[src/rtl/csr_regfile_if.sv]
// CPU-side request/response bundle between the APB4 slave and csr_regfile.
// The slave side issues single-cycle requests; the register file returns registered acks.
interface csr_regfile_if #(
   parameter int ADDR_WIDTH = 5,
   parameter int DATA_WIDTH = 32
);
   logic                  cpuif_req;
   logic                  cpuif_req_is_wr;
   logic [ADDR_WIDTH-1:0] cpuif_addr;
   logic [DATA_WIDTH-1:0] cpuif_wr_data;
   logic [DATA_WIDTH-1:0] cpuif_wr_biten;
   logic                  cpuif_rd_ack;
   logic                  cpuif_rd_err;
   logic [DATA_WIDTH-1:0] cpuif_rd_data;
   logic                  cpuif_wr_ack;
   logic                  cpuif_wr_err;

   modport master (
      output cpuif_req, cpuif_req_is_wr, cpuif_addr, cpuif_wr_data, cpuif_wr_biten,
      input  cpuif_rd_ack, cpuif_rd_err, cpuif_rd_data, cpuif_wr_ack, cpuif_wr_err
   );

   modport slave (
      input  cpuif_req, cpuif_req_is_wr, cpuif_addr, cpuif_wr_data, cpuif_wr_biten,
      output cpuif_rd_ack, cpuif_rd_err, cpuif_rd_data, cpuif_wr_ack, cpuif_wr_err
   );
endinterface

[src/rtl/csr_regfile.sv]
// Software-visible configuration: ID, scratch, control, W1C interrupt status/mask and a
// compare timer. Every request is answered by a registered ack on the following cycle.
module csr_regfile #(
   parameter int ADDR_WIDTH = 5,
   parameter int DATA_WIDTH = 32
) (
   input  logic                clk,
   input  logic                rst,
   csr_regfile_if.slave        cpuif,
   input  logic [6:0]          hw_event,
   output logic                ctrl_enable,
   output logic                irq
);
   localparam int IW = ADDR_WIDTH - 2;
   localparam logic [DATA_WIDTH-1:0] ID_VAL  = DATA_WIDTH'(32'hC5A0_0001);
   localparam logic [DATA_WIDTH-1:0] CMP_RST = '1;

   function automatic logic [DATA_WIDTH-1:0] merge(input logic [DATA_WIDTH-1:0] old_v,
                                                   input logic [DATA_WIDTH-1:0] wd,
                                                   input logic [DATA_WIDTH-1:0] be);
      return (old_v & ~be) | (wd & be);
   endfunction

   logic [IW-1:0] idx;
   logic          hit_id, hit_scr, hit_ctrl, hit_sts, hit_mask, hit_cnt, hit_cmp, mapped;
   logic          wr_req, rd_req, wr_err, rd_err, wr_ok;
   logic [DATA_WIDTH-1:0] wd_be;
   logic          addr_lsb_unused;

   logic [DATA_WIDTH-1:0] scratch_q, scratch_d;
   logic [1:0]            ctrl_q, ctrl_d;
   logic [7:0]            status_q, status_d;
   logic [7:0]            mask_q, mask_d;
   logic [DATA_WIDTH-1:0] cnt_q, cnt_d;
   logic [DATA_WIDTH-1:0] cmp_q, cmp_d;
   logic                  timer_clr, timer_match;

   logic                  rd_ack_q, rd_err_q, wr_ack_q, wr_err_q;
   logic [DATA_WIDTH-1:0] rd_data_q, rd_data_d, rd_val;

   assign idx             = cpuif.cpuif_addr[ADDR_WIDTH-1:2];
   assign addr_lsb_unused = ^cpuif.cpuif_addr[1:0];

   assign hit_id   = (idx == IW'(0));
   assign hit_scr  = (idx == IW'(1));
   assign hit_ctrl = (idx == IW'(2));
   assign hit_sts  = (idx == IW'(3));
   assign hit_mask = (idx == IW'(4));
   assign hit_cnt  = (idx == IW'(5));
   assign hit_cmp  = (idx == IW'(6));
   assign mapped   = hit_id | hit_scr | hit_ctrl | hit_sts | hit_mask | hit_cnt | hit_cmp;

   assign wr_req = cpuif.cpuif_req & cpuif.cpuif_req_is_wr;
   assign rd_req = cpuif.cpuif_req & ~cpuif.cpuif_req_is_wr;
   assign wr_err = wr_req & (hit_id | hit_cnt | ~mapped);
   assign rd_err = rd_req & ~mapped;
   assign wr_ok  = wr_req & ~wr_err;
   assign wd_be  = cpuif.cpuif_wr_data & cpuif.cpuif_wr_biten;

   always_comb begin
      scratch_d   = scratch_q;
      ctrl_d      = ctrl_q;
      status_d    = status_q;
      mask_d      = mask_q;
      cnt_d       = cnt_q;
      cmp_d       = cmp_q;
      timer_clr   = 1'b0;
      timer_match = 1'b0;

      if (wr_ok && hit_scr)
         scratch_d = merge(scratch_q, cpuif.cpuif_wr_data, cpuif.cpuif_wr_biten);
      if (wr_ok && hit_ctrl) begin
         ctrl_d    = (ctrl_q & ~cpuif.cpuif_wr_biten[1:0]) | wd_be[1:0];
         timer_clr = wd_be[2];
      end
      if (wr_ok && hit_mask)
         mask_d = (mask_q & ~cpuif.cpuif_wr_biten[7:0]) | wd_be[7:0];
      if (wr_ok && hit_cmp)
         cmp_d = merge(cmp_q, cpuif.cpuif_wr_data, cpuif.cpuif_wr_biten);

      // Clear wins over both increment and match; the timer runs on the registered enable.
      if (timer_clr) begin
         cnt_d = '0;
      end else if (ctrl_q[1]) begin
         if (cnt_q == cmp_q) begin
            cnt_d       = '0;
            timer_match = 1'b1;
         end else begin
            cnt_d = cnt_q + DATA_WIDTH'(1);
         end
      end

      // Hardware sets are OR'ed in after the W1C so they win on the same bit.
      if (wr_ok && hit_sts)
         status_d = status_q & ~wd_be[7:0];
      status_d = status_d | {timer_match, hw_event};
   end

   always_comb begin
      rd_val = '0;
      if (hit_id)        rd_val = ID_VAL;
      else if (hit_scr)  rd_val = scratch_q;
      else if (hit_ctrl) rd_val = DATA_WIDTH'(ctrl_q);
      else if (hit_sts)  rd_val = DATA_WIDTH'(status_q);
      else if (hit_mask) rd_val = DATA_WIDTH'(mask_q);
      else if (hit_cnt)  rd_val = cnt_q;
      else if (hit_cmp)  rd_val = cmp_q;
      rd_data_d = (rd_req && !rd_err) ? rd_val : '0;
   end

   always_ff @(posedge clk or posedge rst) begin
      if (rst) begin
         scratch_q <= '0;
         ctrl_q    <= '0;
         status_q  <= '0;
         mask_q    <= '0;
         cnt_q     <= '0;
         cmp_q     <= CMP_RST;
         rd_ack_q  <= 1'b0;
         rd_err_q  <= 1'b0;
         rd_data_q <= '0;
         wr_ack_q  <= 1'b0;
         wr_err_q  <= 1'b0;
      end else begin
         scratch_q <= scratch_d;
         ctrl_q    <= ctrl_d;
         status_q  <= status_d;
         mask_q    <= mask_d;
         cnt_q     <= cnt_d;
         cmp_q     <= cmp_d;
         rd_ack_q  <= rd_req;
         rd_err_q  <= rd_err;
         rd_data_q <= rd_data_d;
         wr_ack_q  <= wr_req;
         wr_err_q  <= wr_err;
      end
   end

   assign cpuif.cpuif_rd_ack  = rd_ack_q;
   assign cpuif.cpuif_rd_err  = rd_err_q;
   assign cpuif.cpuif_rd_data = rd_data_q;
   assign cpuif.cpuif_wr_ack  = wr_ack_q;
   assign cpuif.cpuif_wr_err  = wr_err_q;

   assign ctrl_enable = ctrl_q[0];
   assign irq         = |(status_q & mask_q);
endmodule
[src/flat_wrapper.sv]
// flat-port wrapper written by rule: the top's interface ports become plain ports
module csr_regfile_flat 
#(
   parameter int ADDR_WIDTH = 5,
   parameter int DATA_WIDTH = 32
)
  (clk, rst, hw_event, ctrl_enable, irq, cpuif_cpuif_req, cpuif_cpuif_req_is_wr, cpuif_cpuif_addr, cpuif_cpuif_wr_data, cpuif_cpuif_wr_biten, cpuif_cpuif_rd_ack, cpuif_cpuif_rd_err, cpuif_cpuif_rd_data, cpuif_cpuif_wr_ack, cpuif_cpuif_wr_err);
  csr_regfile_if #(.ADDR_WIDTH(ADDR_WIDTH), .DATA_WIDTH(DATA_WIDTH)) cpuif_i ();
  input  logic clk;
  input  logic rst;
  input  logic [6:0] hw_event;
  output logic ctrl_enable;
  output logic irq;
  input wire logic [$bits(cpuif_i.cpuif_req)-1:0] cpuif_cpuif_req;
  input wire logic [$bits(cpuif_i.cpuif_req_is_wr)-1:0] cpuif_cpuif_req_is_wr;
  input wire logic [$bits(cpuif_i.cpuif_addr)-1:0] cpuif_cpuif_addr;
  input wire logic [$bits(cpuif_i.cpuif_wr_data)-1:0] cpuif_cpuif_wr_data;
  input wire logic [$bits(cpuif_i.cpuif_wr_biten)-1:0] cpuif_cpuif_wr_biten;
  output wire logic [$bits(cpuif_i.cpuif_rd_ack)-1:0] cpuif_cpuif_rd_ack;
  output wire logic [$bits(cpuif_i.cpuif_rd_err)-1:0] cpuif_cpuif_rd_err;
  output wire logic [$bits(cpuif_i.cpuif_rd_data)-1:0] cpuif_cpuif_rd_data;
  output wire logic [$bits(cpuif_i.cpuif_wr_ack)-1:0] cpuif_cpuif_wr_ack;
  output wire logic [$bits(cpuif_i.cpuif_wr_err)-1:0] cpuif_cpuif_wr_err;
  assign cpuif_i.cpuif_req = cpuif_cpuif_req;
  assign cpuif_i.cpuif_req_is_wr = cpuif_cpuif_req_is_wr;
  assign cpuif_i.cpuif_addr = cpuif_cpuif_addr;
  assign cpuif_i.cpuif_wr_data = cpuif_cpuif_wr_data;
  assign cpuif_i.cpuif_wr_biten = cpuif_cpuif_wr_biten;
  assign cpuif_cpuif_rd_ack = cpuif_i.cpuif_rd_ack;
  assign cpuif_cpuif_rd_err = cpuif_i.cpuif_rd_err;
  assign cpuif_cpuif_rd_data = cpuif_i.cpuif_rd_data;
  assign cpuif_cpuif_wr_ack = cpuif_i.cpuif_wr_ack;
  assign cpuif_cpuif_wr_err = cpuif_i.cpuif_wr_err;
  csr_regfile #(.ADDR_WIDTH(ADDR_WIDTH), .DATA_WIDTH(DATA_WIDTH)) u_core (.clk(clk), .rst(rst), .cpuif(cpuif_i), .hw_event(hw_event), .ctrl_enable(ctrl_enable), .irq(irq));
endmodule
[config.mk]
export PLATFORM = sky130hd
export DESIGN_NAME = csr_regfile_flat
export DESIGN_NICKNAME = d
export VERILOG_FILES = /design/src/rtl/csr_regfile_if.sv /design/src/rtl/csr_regfile.sv /design/src/flat_wrapper.sv
export SDC_FILE = /design/constraint.sdc
export NUM_CORES = 1
export LEC_CHECK = 0
export CELL_PAD_IN_SITES_DETAIL_PLACEMENT = 1
export CELL_PAD_IN_SITES_GLOBAL_PLACEMENT = 1
export CORE_MARGIN = 1.5
export CORE_UTILIZATION = 42
export CTS_CLUSTER_DIAMETER = 150
export CTS_CLUSTER_SIZE = 10
export DETAILED_ROUTE_END_ITERATION = 10
export PLACE_DENSITY_LB_ADDON = 0.15
export SYNTH_ARGS = -nofsm -noshare
export SYNTH_HDL_FRONTEND = slang
export SYNTH_SLANG_ARGS = --single-unit
[constraint.sdc]
create_clock -name clk -period 6.5 [get_ports clk]
set_input_delay 0.975 -clock clk [delete_from_list [all_inputs] [get_ports clk]]
set_output_delay 0.975 -clock clk [all_outputs]
set_load 0.01 [all_outputs]
Word level (Yosys, flattened, before mapping)
Cells that the tools add are included.
{"block": "word_totals", "output_inout_bits": 38, "inputBits": 80, "regBits": 150}
{"block": "op_classes", "muxes": 16, "n_eq_ne": 7, "bitwise_logic": 32, "n_reduce_logical": 10, "addsub": 1}
{"op": "$mux W32", "count": 11}
{"op": "$and A32 B32 Y32", "count": 3}
{"op": "$or A32 B32 Y32", "count": 2}
{"op": "$add A32 B1 Y32 const B", "count": 1}
{"op": "$eq A32 B32 Y1", "count": 1}
{"op": "$not A32 Y32", "count": 1}
{"op": "$and A8 B8 Y8", "count": 3}
{"op": "$not A8 Y8", "count": 2}
{"op": "$or A8 B8 Y8", "count": 2}
{"op": "$eq A3 B3 Y1 const B", "count": 3}
{"op": "$mux W8", "count": 1}
{"op": "$or A1 B1 Y1", "count": 8}
{"op": "$reduce_or A8 Y1", "count": 1}
{"op": "$eq A3 B2 Y1 const B", "count": 2}
{"op": "$logic_and A1 B1 Y1", "count": 6}
{"op": "$and A1 B1 Y1", "count": 5}
{"op": "$mux W1", "count": 4}
{"op": "$eq A3 B1 Y1 const B", "count": 1}
{"op": "$logic_not A3 Y1", "count": 1}
{"op": "$not A1 Y1", "count": 3}
{"op": "$and A2 B2 Y2", "count": 1}
{"op": "$not A2 Y2", "count": 1}
{"op": "$or A2 B2 Y2", "count": 1}
{"op": "$reduce_bool A2 Y1", "count": 1}
{"op": "$logic_not A1 Y1", "count": 1}

Depth between registers and ports, before layout
Gate-level depths: netlist of the first run.
{"block": "depth", "ltp_word": 16, "depth_mapped": 7}

Worst setup path after synthesis of the first run
No wires, ideal clock.
{"block": "synth_path", "path_kind": "input port to flip-flop", "from": "input cpuif_cpuif_addr[4]", "to": "register with a tool-made name", "n_path_buf": 2, "t_arrival_ns": 2.251, "path_stages": 5, "setup_slack_ns": 4.122, "t_required_ns": 6.373, "cell_sequence": "clkbuf_1 -> nor4_2 -> clkbuf_1 -> nand2_1 -> mux2_1"}
{"element": "from (decl)", "line_no": "flat_wrapper.sv:16", "text": "input wire logic [$bits(cpuif_i.cpuif_addr)-1:0] cpuif_cpuif_addr;"}

==> results of run 1 <==
[critical path, cell delays in order]
cell,delay [ns]
clkdlybuf4s50_1,0.88
inv_1,0.29
nor4_4,0.98
buf_4,0.41
nand2_1,0.10
mux2_2,0.29
[metal layers]
layer,vias to the layer above,GRT usage,part of all wire
met2,146,0.411,0.49
met4,0,0.0561,0.0087
met5,-,0,0
li1,2791,-,-
met1,3161,0.342,0.46
met3,14,0.0500,0.046
[synth_stat cells (all sizes together) (2+ instances only)]
master | count | share of area
xnor2 | 14 | 0.016
o211ai | 2 | 0.0020
and3 | 8 | 0.0066
nand2 | 93 | 0.046
o21ai | 4 | 0.0026
nor2 | 40 | 0.020
mux2 | 79 | 0.12
dfrtp | 118 | 0.39
nor4b | 2 | 0.0023
inv | 12 | 0.0059
clkbuf | 38 | 0.019
nor3 | 37 | 0.025
and4 | 7 | 0.0081
nor4 | 16 | 0.014
o22a | 6 | 0.0069
a211oi | 8 | 0.0079
a22o | 24 | 0.028
nand3 | 17 | 0.011
and2 | 4 | 0.0033
buf | 12 | 0.0079
a21o | 14 | 0.014
a21oi | 18 | 0.012
xor2 | 47 | 0.054
nor2b | 6 | 0.0049
nand4 | 19 | 0.016
a22oi | 34 | 0.034
dfstp | 32 | 0.11
[power by group]
group / leakage, nW / switching [W] / internal [W]
clock network: 0.278 / 0.000381 / 0.000597
logic: 1.81 / 0.000228 / 0.000227
registers: 1.87 / 0.000129 / 0.00108
total: 3.97 / 0.000738 / 0.00191
[through the flow]
stage	power [W]	setup WS, ns	utilization	instances	area [µm²]
floorplan	0.00147	1.54	-	724	7590
global placement	0.00165	2.43	0.511	1027	8930
detailed placement	0.00168	2.40	0.511	1027	8930
CTS	0.00267	2.80	0.544	1059	9510
global route	0.00276	2.67	0.544	1059	9510
finish	0.00265	2.87	0.544	1059	9510
[kinds of logic after synthesis]
logic type,Yosys count,synth area share
AO/OA/AOI/OAI,116,0.114
XOR/XNOR,61,0.0704
adder cells (fa/ha/maj),1,0.00165
buffers and inverters,62,0.0328
flip-flops,150,0.500
multiplexers,80,0.119
AND/OR/NAND/NOR,254,0.162
[layout make-up]
class	count	area, µm²	share of cell area
multi-input combinational	512	3560	0.374
clock inverter	7	97.6	0.0103
timing repair buffer	128	1240	0.131
sequential	150	3790	0.399
clock buffer	25	485	0.0510
inverter	12	50.0	0.00526
tap	225	282	0.0296
[path summary, 6_finish.rpt]
path	end	slack, ns	cells past startpoint
min in group asynchronous	asynchronous set/reset pin	1.11	2
max reg2reg	u_core.cnt_q[14]	3.99	6
max in group asynchronous	u_core.cnt_q[31]	4.04	3
max	flop	2.87	6
min	flop	0.50	1
min reg2reg	flop	0.50	1
==> impl_metrics.py, run 1 <==
metrics = {
    "logic_synthesis": {
        "ys_warn_count": 0,
        "synthDistinctLibCells": 46,
        "ys_ff_latch": 150,
        "syn_inst": 724,
        "synthFlopType": "dfrtp_1",
        "synth_area_mm2": 0.00759,
        "ys_seq_area_frac": 0.500,
        "synth_edf_count": 0,
        "async_flop_share": 1.00,
        "synth_nets": 805,
        "synth.avg_cell_area_um2": 10.5,
    },
    "die": {
        "rows": 48,
        "die_y_um": 137,
        "die-area_mm2": 0.0189,
        "die_w_um": 137,
        "io_pins": 118,
        "coreArea_mm2": 0.0175,
        "start_util": 0.434,
    },
    "cells_and_area": {
        "layout_commonest_cell": "dfrtp_1",
        "post_route_cells_drive_above_1_share": 0.185,
        "areaGrowthSynthToFinish_pct": 25.4,
        "layout.nets": 902,
        "antennaDiodeCount": 0,
        "final_cell_mix": "118 x dfrtp_1, 114 x clkdlybuf4s50_1, 93 x nand2_1",
        "n_fill_cell": 1872,
    },
    "power_and_ir_drop": {
        "p_leak_nw": 3.97,
        "ir_drop_uv": 193,
        "p_per_area_mw_per_mm2": 278,
    },
    "timing": {
        "worst_pin_slew_ns": 1.13,
        "skew_ns": 0.00991,
        "fin_crit_sh": 0.559,
        "slew_headroom": 0.240,
        "fmax_mhz": 275,
        "fin_hold_ws_ns": 0.505,
        "setup_tns_ns": 0,
        "layout_min_cycle_time_ns": 3.63,
        "report.final.slew_viol_count": 0,
        "setup_viol": 0,
        "hold_violations": 0,
        "rsz0062_at_grt": "no",
    },
    "grt": {
        "grt_max_degree": 91,
        "grt_overflow": 0,
        "grt_pass1_vias": 6548,
        "grt_pass1_wl_um": 35600,
        "grt_antenna_before_repair": 0,
        "grtUsageTotal": 0.250,
    },
    "clock_network": {
        "hold_buffers": 0,
        "cts_tree": "built",
        "cts_sinks": 150,
        "cts_root_buf": "clkbuf_16",
        "post_cts_buffers": 0,
        "cts_buffer_depth": 2,
        "h-tree-depth": 4,
        "clk_transition_reported_paths_ns": 0.06,
        "clock_latency_ns": 0.43,
        "cts_buffers": 17,
        "ctsResizeCount": 0,
    },
    "setup_path": {
        "worstSetupPathType": "input pin to flop",
        "arrival_ns": 3.94,
        "startpoint": "cpuif_cpuif_addr[2]",
        "worstSetupStartpointType": "input pin",
        "critical_path.max_fanout": 18,
        "worst_ep_required_time_ns": 6.81,
        "worstSetupEndpointType": "flop",
        "r2r-start": "u_core.cnt_q[19]",
    },
    "drt": {
        "dr.pass1.iters": 5,
        "drcViolationCount": 0,
        "dr_total_vias": 6112,
        "antenna_left": 0,
        "routed_via_density": 5.77,
        "wire_per_inst_um": 21.0,
        "wl_um": 22200,
        "drt_iter0_drc": 358,
    },
    "run_status": {
        "status": "finished clean",
    },
    "placement": {
        "gp_congestion": 0.833,
        "dpl.hpwl_um": 15200,
        "portBuffers": 115,
    },
    "run": {
        "maxCapViolCount": 0,
    },
    "worst_hold_path": {
        "min_path_type": "flop to flop",
    },
}
Power figures use the tool's default switching activity.
==> run 2, diff against run 1 <==
- CORE_UTILIZATION: 42 -> 38
- clock period: 6.5 -> 2.9 ns (I/O delays scaled with it)
==> run 2 against run 1 <==
Register-to-register slack lost 3.4 ns. First-iteration DRC count down 27%. Setup slack lost 2.3 ns. Sequential cell count is the same. Global-route usage is 1.9 points lower. Critical path type is now flop to flop. Clock power grew 140%.
==> impl_metrics.py, run 2 (synthesized netlist as in run 1, its figures left out) <==
metrics = {
    "timing": {
        "worst_pin_slew_ns": 0.749,
        "fin_crit_sh": 0.809,
        "layout_min_cycle_time_ns": 2.35,
        "skew_ns": 0.0108,
        "setup_tns_ns": 0,
        "hold_violations": 0,
        "rsz0062_at_grt": "no",
        "setup_viol": 0,
        "report.final.slew_viol_count": 0,
        "slew_headroom": 0.498,
        "fmax_mhz": 426,
    },
    "grt": {
        "grt_overflow": 0,
        "grt_pass1_vias": 6698,
        "grtUsageTotal": 0.231,
        "grt_pass1_wl_um": 36600,
        "grt_max_degree": 64,
        "grt_antenna_before_repair": 0,
    },
    "cells_and_area": {
        "final_cell_mix": "118 x dfrtp_1, 114 x clkdlybuf4s50_1, 93 x nand2_1",
        "layout.nets": 915,
        "final_cells": 1111,
        "areaGrowthSynthToFinish_pct": 28.4,
        "antennaDiodeCount": 0,
        "post_route_cells_drive_above_1_share": 0.201,
        "layout_commonest_cell": "dfrtp_1",
    },
    "setup_path": {
        "worstSetupPathType": "flop to flop",
        "crit_family": "simple AND/OR/NAND/NOR gates",
        "path_buf_inv": 1,
        "critical_path.max_fanout": 26,
        "critical_path.cell_chain": "xor2_1 > nor4_1 > nand4_1 > nor3_2 > buf_12 > nor3_1",
        "worst_ep_required_time_ns": 3.19,
        "r2r-start": "u_core.cnt_q[19]",
        "rr_endpoint": "u_core.cnt_q[21]",
        "ff2ff_path_depth": 6,
        "worstSetupEndpointType": "flop",
        "critPathMaxStageDelay_ns": 0.47,
        "arrival_ns": 2.63,
        "worstSetupStartpointType": "flop",
        "crit_slowest_cell": "nor4_1",
        "ff2ff_setup_slack_ns": 0.55,
        "cp.depth": 6,
    },
    "clock_network": {
        "cts_tree": "built",
        "clk_transition_reported_paths_ns": 0.07,
        "cts_sinks": 150,
        "ctsResizeCount": 0,
        "cts_root_buf": "clkbuf_16",
        "post_cts_buffers": 0,
        "clock_latency_ns": 0.43,
        "hold_buffers": 0,
        "h-tree-depth": 4,
        "cts_buffers": 17,
        "cts_buffer_depth": 2,
    },
    "worst_hold_path": {
        "min_path_type": "input pin to asynchronous set/reset pin",
    },
    "die": {
        "io_pins": 118,
        "die-area_mm2": 0.0208,
        "rows": 51,
        "die_w_um": 144,
        "start_util": 0.389,
        "coreArea_mm2": 0.0195,
        "die_y_um": 144,
    },
    "drt": {
        "drcViolationCount": 0,
        "wire_per_inst_um": 20.5,
        "dr.pass1.iters": 5,
        "routed_via_density": 5.51,
        "drt_iter0_drc": 263,
        "antenna_left": 0,
        "dr_total_vias": 6122,
        "wl_um": 22800,
    },
    "power_and_ir_drop": {
        "ir_drop_uv": 419,
        "p_leak_nw": 4.05,
        "p_per_area_mw_per_mm2": 624,
    },
    "placement": {
        "gp_congestion": 0.800,
        "dpl.hpwl_um": 15600,
        "dp.cells": 1080,
        "portBuffers": 115,
    },
    "run": {
        "maxCapViolCount": 0,
    },
    "run_status": {
        "status": "finished clean",
    },
}
run 2: cell count changes in the layout (fill, tap and decap cells not counted):
cell / previous run / this run
bufinv_16: 2 / 3
buf_12: 0 / 5
buf_4: 13 / 21
clkbuf_8: 3 / 2
nor2b_2: 1 / 0
clkinvlp_4: 2 / 5
clkinv_2: 1 / 3
nor2b_1: 5 / 6
clkbuf_1: 5 / 0
clkinv_4: 2 / 1
run 2: worst register-to-register path, cell delays in order, from the launching register on:
cell,delay (ns)
dfrtp_1,0.46
xor2_1,0.25
nor4_1,0.47
nand4_1,0.28
nor3_2,0.40
buf_12,0.24
nor3_1,0.11
run 2: cell type report:
class / instances / area (µm²)
fillers: 2140 / 9780
flip-flops and latches: 150 / 3790
multi-input cells: 512 / 3560
repair buffers: 141 / 1400
clock buffers: 19 / 453
well taps: 265 / 332
clock inverters: 12 / 153
inverters: 12 / 48.8
run 2: how the worst max path moves through the flow:
stage,startpoint,endpoint
2_1_floorplan,rst,asynchronous set/reset pin
3_3_place_gp,cpuif_cpuif_addr[3],u_core.cnt_q[21]
3_5_place_dp,cpuif_cpuif_addr[3],flop
4_1_cts,flop,u_core.cnt_q[21]
5_1_grt,flop,u_core.cnt_q[21]
6_report,u_core.cnt_q[19],u_core.cnt_q[21]
run 2: routing by layer:
metal / wire, µm / vias up / global-route usage
met2: 11500 / 148 / 0.394
met4: 335 / 0 / 0.0712
met5: 0 / - / 0
li1: - / 2812 / -
met1: 10200 / 3136 / 0.297
met3: 878 / 26 / 0.0447
run 2: per-stage QoR:
stage / worst slack, ns / hold WS, ns / power [W] / utilization / instance area, µm²
CTS: 0.508 / 0.359 / 0.00613 / 0.499 / 9740
global route: 0.351 / 0.364 / 0.00634 / 0.499 / 9740
finish: 0.554 / 0.356 / 0.00608 / 0.499 / 9740
global placement: 0.332 / 0.487 / 0.00376 / 0.468 / 9140
floorplan: 0.602 / 0.463 / 0.00329 / - / 7590
detailed placement: 0.297 / 0.489 / 0.00381 / 0.468 / 9140
run 2: where the power goes:
group          internal [W]  total [W]  leakage [nW]  switching (W)
logic              0.000536    0.00107          1.89       0.000531
registers           0.00243    0.00271          1.87       0.000284
clock network       0.00139    0.00230         0.287       0.000904
total               0.00436    0.00608          4.05        0.00172
